$ cat config.mk
export PLATFORM = sky130hd
export DESIGN_NAME = fetch_prefetch_queue
export DESIGN_NICKNAME = d
export VERILOG_FILES = /design/src/rtl/fetch_prefetch_queue.sv
export SDC_FILE = /design/constraint.sdc
export NUM_CORES = 1
export LEC_CHECK = 0
export ABC_AREA = 1
export CAP_MARGIN = 20
export CORE_MARGIN = 4
export CORE_UTILIZATION = 55
export DETAILED_ROUTE_END_ITERATION = 12
export PLACE_DENSITY = 0.78
export SYNTH_ARGS = -nofsm -noshare
export SYNTH_HDL_FRONTEND = slang
export SYNTH_SLANG_ARGS = --single-unit
$ cat constraint.sdc
create_clock -name clk -period 11.8 [get_ports clk]
set_input_delay 2.36 -clock clk [delete_from_list [all_inputs] [get_ports clk]]
set_output_delay 2.36 -clock clk [all_outputs]
set_load 0.005 [all_outputs]
$ cat src/rtl/fetch_prefetch_queue.sv
// Instruction-fetch front end: issues in-order memory requests, buffers responses in a
// prefetch FIFO, and flushes on branch redirect by dropping responses still in flight.
module fetch_prefetch_queue #(
  parameter int unsigned DEPTH    = 4,
  parameter int unsigned MAX_OUT  = 2,
  parameter logic [31:0] RESET_PC = 32'h0000_0000
) (
  input  logic                     clk,
  input  logic                     reset,
  input  logic                     redirect,
  input  logic [31:0]              redirect_pc,
  output logic                     mem_req,
  output logic [31:0]              mem_addr,
  input  logic                     mem_ready,
  input  logic                     mem_rvalid,
  input  logic [31:0]              mem_rdata,
  output logic                     out_valid,
  output logic [31:0]              out_instr,
  output logic [31:0]              out_pc_plus_four,
  input  logic                     hold,
  output logic [$clog2(DEPTH):0]   count
);

  localparam int unsigned AW = $clog2(DEPTH);
  localparam int unsigned IW = $clog2(MAX_OUT + 1);
  localparam int unsigned PW = (MAX_OUT > 1) ? $clog2(MAX_OUT) : 1;

  logic [31:0]   fetch_pc;
  logic [IW-1:0] inflight;
  logic [IW-1:0] drop;

  logic [31:0]   instr_q [DEPTH];
  logic [31:0]   ppf_q   [DEPTH];
  logic [AW-1:0] rd_ptr;
  logic [AW-1:0] wr_ptr;

  logic [31:0]   pend_q  [MAX_OUT];
  logic [PW-1:0] pend_rd;
  logic [PW-1:0] pend_wr;

  logic          rsp;
  logic          accept;
  logic          push;
  logic          pop;
  logic [31:0]   reserved;

  function automatic logic [PW-1:0] pend_inc(input logic [PW-1:0] p);
    return (32'(p) == MAX_OUT - 1) ? '0 : p + 1'b1;
  endfunction

  // A response with nothing outstanding is illegal and simply ignored.
  assign rsp      = mem_rvalid && (inflight != '0);
  // Entries already in the FIFO plus responses that will still be kept.
  assign reserved = 32'(count) + 32'(inflight) - 32'(drop);
  assign mem_req  = !reset && !redirect && (32'(inflight) < MAX_OUT) && (reserved < DEPTH);
  assign mem_addr = fetch_pc;
  assign accept   = mem_req && mem_ready;
  assign push     = rsp && (drop == '0) && !redirect;
  assign pop      = out_valid && !hold && !redirect;

  assign out_valid        = (count != '0);
  assign out_instr        = out_valid ? instr_q[rd_ptr] : '0;
  assign out_pc_plus_four = out_valid ? ppf_q[rd_ptr] : '0;

  always_ff @(posedge clk) begin
    if (reset) begin
      fetch_pc <= RESET_PC;
      count    <= '0;
      rd_ptr   <= '0;
      wr_ptr   <= '0;
      inflight <= '0;
      drop     <= '0;
      pend_rd  <= '0;
      pend_wr  <= '0;
    end else begin
      if (rsp)    pend_rd <= pend_inc(pend_rd);
      if (accept) pend_wr <= pend_inc(pend_wr);
      if (redirect) begin
        // Everything still outstanding after this cycle belongs to the old path.
        fetch_pc <= redirect_pc;
        count    <= '0;
        rd_ptr   <= '0;
        wr_ptr   <= '0;
        inflight <= inflight - IW'(rsp);
        drop     <= inflight - IW'(rsp);
      end else begin
        if (accept) fetch_pc <= fetch_pc + 32'd4;
        inflight <= inflight + IW'(accept) - IW'(rsp);
        if (rsp && (drop != '0)) drop <= drop - 1'b1;
        if (push) wr_ptr <= wr_ptr + 1'b1;
        if (pop)  rd_ptr <= rd_ptr + 1'b1;
        if (push && !pop)      count <= count + 1'b1;
        else if (pop && !push) count <= count - 1'b1;
      end
    end
  end

  always_ff @(posedge clk) begin
    if (push) begin
      instr_q[wr_ptr] <= mem_rdata;
      ppf_q[wr_ptr]   <= pend_q[pend_rd] + 32'd4;
    end
    if (accept) pend_q[pend_wr] <= fetch_pc;
  end

endmodule

==> results of run 1 <==
[cell usage in the layout (no fill, tap or decap), types with 15 or more instances in the layout]
cell,instances
clkdlybuf4s50_1,170
o21ai_0,147
a21oi_1,95
nand2_1,267
edfxtp_1,320
clkbuf_16,38
nand3b_1,16
ha_1,15
dfxtp_1,45
nand3_1,72
inv_1,105
nor2_1,360
o21ai_1,22
xor2_1,18
[worst max-delay path: stages]
cell	delay [ns]
clkdlybuf4s50_1	0.80
inv_1	0.74
nand2_2	0.20
nor2_2	0.19
nand3_1	0.11
inv_1	0.08
clkdlybuf4s50_1	0.50
[synthesized netlist by cell type, types with 4 or more instances]
cell type / instances / area share (%)
o21ai_1: 22 / 0.66
o21ai_0: 147 / 4.4
nand2_2: 7 / 0.26
nand2_1: 267 / 6.0
buf_6: 5 / 0.34
inv_2: 4 / 0.090
nand3_1: 72 / 2.2
xor2_1: 18 / 0.95
inv_1: 106 / 2.4
dfxtp_1: 48 / 5.8
edfxtp_1: 320 / 58
a21oi_1: 95 / 2.9
nand3b_1: 16 / 0.72
nor2_2: 8 / 0.30
nor2_4: 5 / 0.34
a21oi_4: 4 / 0.39
ha_1: 15 / 1.1
nor3_2: 4 / 0.24
clkbuf_1: 41 / 0.93
nor3_1: 4 / 0.12
buf_1: 22 / 0.50
o21ai_2: 9 / 0.47
xnor2_1: 11 / 0.58
nor2_1: 366 / 8.3
[state kept, by name, indices dropped and copies added (netlist names), named ones only]
signal / count
instr_q: 128
ppf_q: 128
pend_q: 64
mem_addr: 32
count: 3
drop: 2
inflight: 2
rd_ptr: 2
wr_ptr: 2
pend_rd: 1
pend_wr: 1
[cell families after synthesis]
kind of cell / count (synthesis) / synth area share, %
AND/OR/NAND/NOR: 762 / 19.3
multiplexers: 2 / 0.136
flip-flops: 368 / 63.7
buffers and inverters: 186 / 4.71
adder cells (fa/ha/maj): 17 / 1.37
AO/OA/AOI/OAI: 286 / 9.29
XOR/XNOR: 29 / 1.53
[power groups by stage]
stage	logic, mW	clock network [mW]	registers (mW)
6_report	0.584	1.11	1.57
5_1_grt	0.655	1.19	1.58
4_1_cts	0.588	1.13	1.57
3_5_place_dp	0.584	0	1.60
3_3_place_gp	0.567	0	1.59
2_1_floorplan	0.400	0	1.59
[area by class of cell]
| cell class | instances | area, µm² | area share (%) |
|---|---|---|---|
| well taps | 390 | 488 | 2.47 |
| multi-input cells | 1096 | 5290 | 26.8 |
| flip-flops and latches | 368 | 10600 | 53.6 |
| inverters | 111 | 417 | 2.11 |
| repair buffers | 182 | 1790 | 9.08 |
| clock inverters | 18 | 170 | 0.863 |
| clock buffers | 49 | 992 | 5.03 |
[worst max-delay path by stage]
| stage | to | slack (ns) | depth (start not counted) |
|---|---|---|---|
| after floorplan | instr_q[0][0] | 5.70 | 5 |
| after global placement | mem_req | 4.51 | 7 |
| after detailed placement | mem_req | 4.51 | 7 |
| after CTS | mem_req | 4.49 | 7 |
| after global routing | mem_req | 4.32 | 7 |
| final | mem_req | 4.45 | 7 |
[stage by stage]
step                      hold WS (ns)  instances
after global placement           0.439       2147
final                            0.453       2214
after floorplan                  0.426       1650
after detailed placement         0.445       2147
after CTS                        0.456       2214
after global routing             0.498       2214
[layer usage]
metal  wire (µm)  up-vias  global-route usage (%)
met3        2460       62                    3.17
met2       17400      448                    35.9
met4         734        0                    6.18
li1            -     5861                       -
met1       15700     5670                    30.0
met5           0        -                       0
==> flow_metrics.env, run 1 <==
export IMPL_syn_inst=1650
export IMPL_overflow=0
export IMPL_grt_usage_pct=21.6
export IMPL_reg2reg_to="inflight[1]"
export IMPL_utilization_pct=66.4
export IMPL_hold_depth=2
export IMPL_clkSlewWorstSetupHoldPaths_ns=0.06
export IMPL_rows=63
export IMPL_p_int_mw=2.40
export IMPL_p_total_mw=3.27
export IMPL_synth_edff_count=320
export IMPL_via_per_inst=5.44
export IMPL_cp_max_fo=20
export IMPL_ys_ff_latch=368
export IMPL_synth_flop_cell="edfxtp_1"
export IMPL_area_growth_synth_to_final_pct=18.8
export IMPL_root_buffer="clkbuf_16"
export IMPL_vias=12000
export IMPL_power_frac_comb_pct=17.9
export IMPL_p_sw_share_pct=26.5
export IMPL_drt_initial_drc_count=1108
export IMPL_grt_start_max_net_pins=85
export IMPL_path_class="in2out"
export IMPL_ys_types=44
export IMPL_ant_nets=0
export IMPL_pin_count=171
export IMPL_crit_path_end_kind="output pin"
export IMPL_dp_worst_setup_slack_ns=4.51
export IMPL_rr_startpoint="count[1]"
export IMPL_crit_path_start_kind="primary input"
export IMPL_die_w_um=182
export IMPL_cp_required_ns=9.44
export IMPL_setup_ws_ns=4.45
export IMPL_skew_ns=0.0191
export IMPL_synthesis_area_mm2=0.0166
export IMPL_grt_antenna_before_repair=0
export IMPL_clk_latency_ns=0.52
export IMPL_die_h_um=182
export IMPL_worst_pin_slew_ns=0.995
export IMPL_syn_area_per_cell_um2=10.1
export IMPL_fin_tns_setup_ns=0
export IMPL_cts_tree="done"
export IMPL_cts_resized=0
export IMPL_p_switching_mw=0.865
export IMPL_dp_hpwl_um=22200
export IMPL_finish_net_count=1883
export IMPL_drive_gt1_share_pct=6.96
export IMPL_dieArea_mm2=0.0330
export IMPL_powerDensity_mw_per_mm2=166
export IMPL_cts_buffers=37
export IMPL_worstSetupStartpoint="reset"
export IMPL_min_from="rd_ptr[1]"
export IMPL_wl_per_cell_um=16.4
export IMPL_finalMaxSlewViolations=0
export IMPL_status="finished, final reports clean"
export IMPL_hold_buffers=0
export IMPL_seq_area_frac_synth_pct=63.7
export IMPL_worstPathArrival_ns=4.99
export IMPL_grt_pass1_wl_um=58700
export IMPL_r2r_cells=15
export IMPL_finalWirelength_um=36400
export IMPL_n_fill_cell=2207
export IMPL_finalSetupViolCount=0
export IMPL_cts_sinks=368
export IMPL_seqPwrFrac_pct=48.0
export IMPL_postCtsSetupBuffers=0
export IMPL_r2r_setup_slack_ns=7.81
export IMPL_max_freq_ghz=0.136
export IMPL_final_area_mm2=0.0197
export IMPL_grt_pass1_vias=12000
export IMPL_core_mm2=0.0297
export IMPL_rsz0062_at_grt="no"
export IMPL_drv_cap=0
export IMPL_p_leak_nw=6.97
export IMPL_antennaDiodeCount=0
export IMPL_ir_worst_vdd_mv=0.104
export IMPL_pwr_share_clk_pct=34.1
export IMPL_finalCritPeriodShare_pct=62.3
export IMPL_portBuffers=170
export IMPL_final_hold_viol_count=0
export IMPL_gp_congestion=0.873
export IMPL_fin_crit_ns=7.35
export IMPL_slew_headroom_pct=33.5
export IMPL_clockBufferDepth=3
export IMPL_htreeDepth=2
export IMPL_yosys_warnings=0
export IMPL_async_flop_share_pct=0
export IMPL_syn_nets=1737
export IMPL_initial_core_util_pct=55.9
export IMPL_placed_area_mm2=0.0186
export IMPL_remaining_drc_errors=0
export IMPL_hold_class="reg2reg"
export IMPL_drt_pass1_iterations=5
No activity file was read; power rests on OpenSTA's default activity.
==> run 2, diff against run 1 <==
==> constraint.sdc (replaced) <==
create_clock -name clk -period 7.45 [get_ports clk]
set_input_delay 1.49 -clock clk [delete_from_list [all_inputs] [get_ports clk]]
set_output_delay 1.49 -clock clk [all_outputs]
set_load 0.005 [all_outputs]
==> flow_metrics.env, run 2 (synthesized netlist as in run 1, its figures left out) <==
export IMPL_grt_pass1_vias=11600
export IMPL_remaining_drc_errors=0
export IMPL_drt_pass1_iterations=6
export IMPL_grt_usage_pct=21.6
export IMPL_ir_worst_vdd_mv=0.168
export IMPL_drive_gt1_share_pct=7.17
export IMPL_p_sw_share_pct=26.9
export IMPL_crit_path_end_kind="output pin"
export IMPL_worstPathArrival_ns=4.04
export IMPL_path_class="in2out"
export IMPL_drt_initial_drc_count=1087
export IMPL_cts_resized=0
export IMPL_cts_sinks=368
export IMPL_crit_path_max_incr_delay_ns=0.77
export IMPL_n_fill_cell=2186
export IMPL_grt_pass1_wl_um=58200
export IMPL_p_switching_mw=1.40
export IMPL_die_w_um=182
export IMPL_p_leak_nw=7.00
export IMPL_cp_max_fo=20
export IMPL_clk_latency_ns=0.54
export IMPL_slowest_stage="clkdlybuf4s50_1"
export IMPL_skew_ns=0.0272
export IMPL_area_growth_synth_to_final_pct=19.1
export IMPL_final_hold_viol_count=0
export IMPL_reg_largest_list="instr_q x128, ppf_q x128, pend_q x64"
export IMPL_overflow=0
export IMPL_powerDensity_mw_per_mm2=263
export IMPL_status="finished, final reports clean"
export IMPL_antennaDiodeCount=0
export IMPL_dieArea_mm2=0.0330
export IMPL_finalMaxSlewViolations=0
export IMPL_fin_crit_ns=5.53
export IMPL_p_int_mw=3.80
export IMPL_pwr_share_clk_pct=34.3
export IMPL_slew_headroom_pct=35.6
export IMPL_placed_area_mm2=0.0186
export IMPL_initial_core_util_pct=55.9
export IMPL_finish_net_count=1886
export IMPL_pin_count=171
export IMPL_cts_buffers=37
export IMPL_portBuffers=170
export IMPL_via_per_inst=5.40
export IMPL_cp_cell_sequence="clkdlybuf4s50_1 > inv_1 > nand2_2 > nor2_2 > nand3_1 > inv_1 > clkdlybuf4s50_1"
export IMPL_grt_start_max_net_pins=89
export IMPL_max_freq_ghz=0.181
export IMPL_hold_buffers=0
export IMPL_power_frac_comb_pct=17.9
export IMPL_postCtsSetupBuffers=0
export IMPL_fin_tns_setup_ns=0
export IMPL_htreeDepth=2
export IMPL_clockBufferDepth=3
export IMPL_die_h_um=182
export IMPL_clkSlewWorstSetupHoldPaths_ns=0.05
export IMPL_dp_hpwl_um=22600
export IMPL_dp_cells=2149
export IMPL_critPathBufInv=4
export IMPL_cp_required_ns=5.96
export IMPL_rows=63
export IMPL_core_mm2=0.0297
export IMPL_fin_cells=2218
export IMPL_final_area_mm2=0.0198
export IMPL_utilization_pct=66.6
export IMPL_final_cell_mix="nor2_1, edfxtp_1, nand2_1"
export IMPL_rsz0062_at_grt="no"
export IMPL_drv_cap=0
export IMPL_vias=12000
export IMPL_crit_family="buffers and inverters"
export IMPL_seqPwrFrac_pct=47.8
export IMPL_finalWirelength_um=36300
export IMPL_layout_cells_most_common="nor2_1"
export IMPL_gp_congestion=0.920
export IMPL_root_buffer="clkbuf_16"
export IMPL_grt_antenna_before_repair=0
export IMPL_cts_tree="done"
export IMPL_hold_class="reg2reg"
export IMPL_crit_path_start_kind="primary input"
export IMPL_finalCritPeriodShare_pct=74.3
export IMPL_ant_nets=0
export IMPL_worst_pin_slew_ns=0.966
export IMPL_finalSetupViolCount=0
export IMPL_wl_per_cell_um=16.4
-- run 2: worst register-to-register path, stage by stage, from the launching register on --
cell	delay, ns
dfxtp_1	0.41
inv_1	0.11
fa_1	0.54
inv_1	0.04
ha_1	0.27
nand3_1	0.11
nand3_1	0.08
nand2_1	0.10
nand4_2	0.09
buf_4	0.26
ha_1	0.33
inv_1	0.04
ha_1	0.18
xor2_1	0.16
or2_2	0.27
nand3_1	0.07
a21oi_1	0.07
-- run 2: routing by layer --
layer	vias up	global-route usage (%)	wire length [µm]
met2	447	35.6	17400
li1	5880	-	-
met5	-	0	0
met4	0	6.69	858
met3	73	3.37	2580
met1	5568	29.8	15500
-- run 2: final timing paths --
path	start	endpoint	slack, ns	cells after the start
hold / removal	rd_ptr[1]	flip-flop	0.46	2
setup / recovery	reset	mem_req	1.92	7
setup reg to reg	count[1]	inflight[1]	4.19	16
hold reg to reg	rd_ptr[1]	flip-flop	0.46	2
-- run 2: power by group through the flow --
stage	Sequential [mW]	Clock, mW	Combinational [mW]
3_5_place_dp	2.53	0	0.932
6_report	2.48	1.78	0.931
4_1_cts	2.48	1.81	0.937
3_3_place_gp	2.52	0	0.903
2_1_floorplan	2.51	0	0.634
5_1_grt	2.49	1.90	1.04
-- run 2: cell type report --
cell class / count / area [µm²] / area share (%)
Tap cell: 390 / 488 / 2.47
Clock inverter: 17 / 153 / 0.772
Timing Repair Buffer: 185 / 1830 / 9.27
Clock buffer: 51 / 1020 / 5.16
Sequential cell: 368 / 10600 / 53.5
Multi-Input combinational cell: 1096 / 5290 / 26.7
Inverter: 111 / 417 / 2.11
-- run 2: per-stage QoR --
step / setup WS (ns) / power [mW] / hold WS, ns
final: 1.92 / 5.19 / 0.460
after global routing: 1.72 / 5.43 / 0.478
after CTS: 1.94 / 5.23 / 0.462
after detailed placement: 1.96 / 3.46 / 0.441
after global placement: 1.96 / 3.42 / 0.442
after floorplan: 2.22 / 3.15 / 0.426
==> run 3, diff against run 2 <==
==> constraint.sdc (replaced) <==
create_clock -name clk -period 5.6 [get_ports clk]
set_input_delay 1.12 -clock clk [delete_from_list [all_inputs] [get_ports clk]]
set_output_delay 1.12 -clock clk [all_outputs]
set_load 0.005 [all_outputs]
==> flow_metrics.env, run 3 (synthesized netlist as in run 1, its figures left out) <==
export IMPL_finalMaxSlewViolations=0
export IMPL_postCtsSetupBuffers=0
export IMPL_root_buffer="clkbuf_16"
export IMPL_dieArea_mm2=0.0330
export IMPL_clkSlewWorstSetupHoldPaths_ns=0.06
export IMPL_p_leak_nw=7.03
export IMPL_cts_buffers=39
export IMPL_drt_initial_drc_count=1092
export IMPL_via_per_inst=5.48
export IMPL_status="finished, final reports clean"
export IMPL_area_growth_synth_to_final_pct=19.5
export IMPL_grt_pass1_wl_um=58700
export IMPL_cts_tree="done"
export IMPL_hold_depth=1
export IMPL_ir_worst_vdd_mv=0.207
export IMPL_htreeDepth=2
export IMPL_die_w_um=182
export IMPL_cts_sinks=368
export IMPL_finalSetupViolCount=0
export IMPL_remaining_drc_errors=0
export IMPL_fin_crit_ns=4.42
export IMPL_finish_net_count=1889
export IMPL_skew_ns=0.0196
export IMPL_use_met2_pct=35.8
export IMPL_utilization_pct=66.8
export IMPL_drt_pass1_iterations=6
export IMPL_setup_ws_ns=1.18
export IMPL_cp_max_fo=72
export IMPL_p_sw_share_pct=26.8
export IMPL_crit_path_end_kind="output pin"
export IMPL_min_from="pend_rd"
export IMPL_hold_class="reg2reg"
export IMPL_busiest_layer="met2"
export IMPL_clockBufferDepth=3
export IMPL_hold_buffers=0
export IMPL_ant_nets=0
export IMPL_rr_startpoint="count[1]"
export IMPL_core_mm2=0.0297
export IMPL_p_switching_mw=1.88
export IMPL_slew_headroom_pct=29.9
export IMPL_drive_gt1_share_pct=7.37
export IMPL_rsz0062_at_grt="no"
export IMPL_final_hold_viol_count=0
export IMPL_p_int_mw=5.14
export IMPL_finalCritPeriodShare_pct=78.9
export IMPL_rows=63
export IMPL_worstPathArrival_ns=3.30
export IMPL_grt_start_max_net_pins=73
export IMPL_pwr_share_clk_pct=35.1
export IMPL_r2r_cells=16
export IMPL_seqPwrFrac_pct=47.1
export IMPL_powerDensity_mw_per_mm2=354
export IMPL_overflow=0
export IMPL_initial_core_util_pct=55.9
export IMPL_portBuffers=170
export IMPL_final_cell_mix="nor2_1, edfxtp_1, nand2_1"
export IMPL_reg_largest_list="instr_q x128, ppf_q x128, pend_q x64"
export IMPL_die_h_um=182
export IMPL_cp_required_ns=4.48
export IMPL_met1_usage_pct=29.5
export IMPL_grt_antenna_before_repair=0
export IMPL_use_met3_pct=3.53
export IMPL_pin_count=171
export IMPL_max_freq_ghz=0.226
export IMPL_grt_pass1_vias=11800
export IMPL_fin_tns_setup_ns=0
export IMPL_path_class="reg2out"
export IMPL_r2r_setup_slack_ns=2.34
export IMPL_worst_pin_slew_ns=1.05
export IMPL_clk_latency_ns=0.53
export IMPL_dp_hpwl_um=22500
export IMPL_gp_congestion=0.908
export IMPL_layout_cells_most_common="nor2_1"
export IMPL_antennaDiodeCount=0
export IMPL_wl_per_cell_um=16.5
export IMPL_crit_path_start_kind="flip-flop"
export IMPL_cts_resized=0
export IMPL_reg2reg_to="inflight[1]"
export IMPL_finalWirelength_um=36700
export IMPL_power_frac_comb_pct=17.7
export IMPL_grt_usage_pct=21.6
export IMPL_vias=12200
export IMPL_dp_worst_setup_slack_ns=1.36
export IMPL_drv_cap=0
==> run 3: final cells by class <==
cell class                      instances  area [µm²]
Clock buffer                           53        1050
Clock inverter                         18         184
Fill cell                            2178        9880
Inverter                              111         417
Multi-Input combinational cell       1096        5290
Sequential cell                       368       10600
Tap cell                              390         488
Timing Repair Buffer                  186        1830
==> run 3: through the flow <==
| step | instances | power, mW | area [µm²] | hold slack, ns |
|---|---|---|---|---|
| floorplan | 1650 | 4.19 | 16600 | 0.426 |
| global placement | 2151 | 4.56 | 18600 | 0.434 |
| detailed placement | 2151 | 4.60 | 18600 | 0.444 |
| CTS | 2222 | 7.06 | 19800 | 0.462 |
| global route | 2222 | 7.33 | 19800 | 0.471 |
| finish | 2222 | 7.02 | 19800 | 0.461 |
==> run 3: layer usage <==
metal | wire [µm] | part of all wire (%)
met1 | 15600 | 43
met2 | 17600 | 48
met3 | 2710 | 7.4
met4 | 742 | 2.0
met5 | 0 | 0
==> run 3: worst max path at each step <==
stage	startpoint	to	slack [ns]	depth (start not counted)
2_1_floorplan	redirect	instr_q[0][0]	0.74	5
3_3_place_gp	reset	mem_req	1.35	7
3_5_place_dp	reset	mem_req	1.36	7
4_1_cts	flip-flop	out_pc_plus_four[10]	1.13	6
5_1_grt	flip-flop	out_pc_plus_four[13]	0.94	6
6_report	flip-flop	out_pc_plus_four[10]	1.18	6
==> run 3: critical path, cell delays in order (launching register included) <==
cell,delay [ns]
dfxtp_4,0.75
buf_4,0.75
nor2_1,0.13
nor2_1,0.14
o21ai_0,0.11
a21oi_1,0.30
clkdlybuf4s50_1,0.56
==> run 3: power by group through the flow <==
stage          Sequential (mW)  Clock (mW)  Combinational [mW]
2_1_floorplan             3.34           0               0.844
3_3_place_gp              3.36           0                1.20
3_5_place_dp              3.36           0                1.24
4_1_cts                   3.31        2.50                1.25
5_1_grt                   3.32        2.62                1.39
6_report                  3.31        2.46                1.25
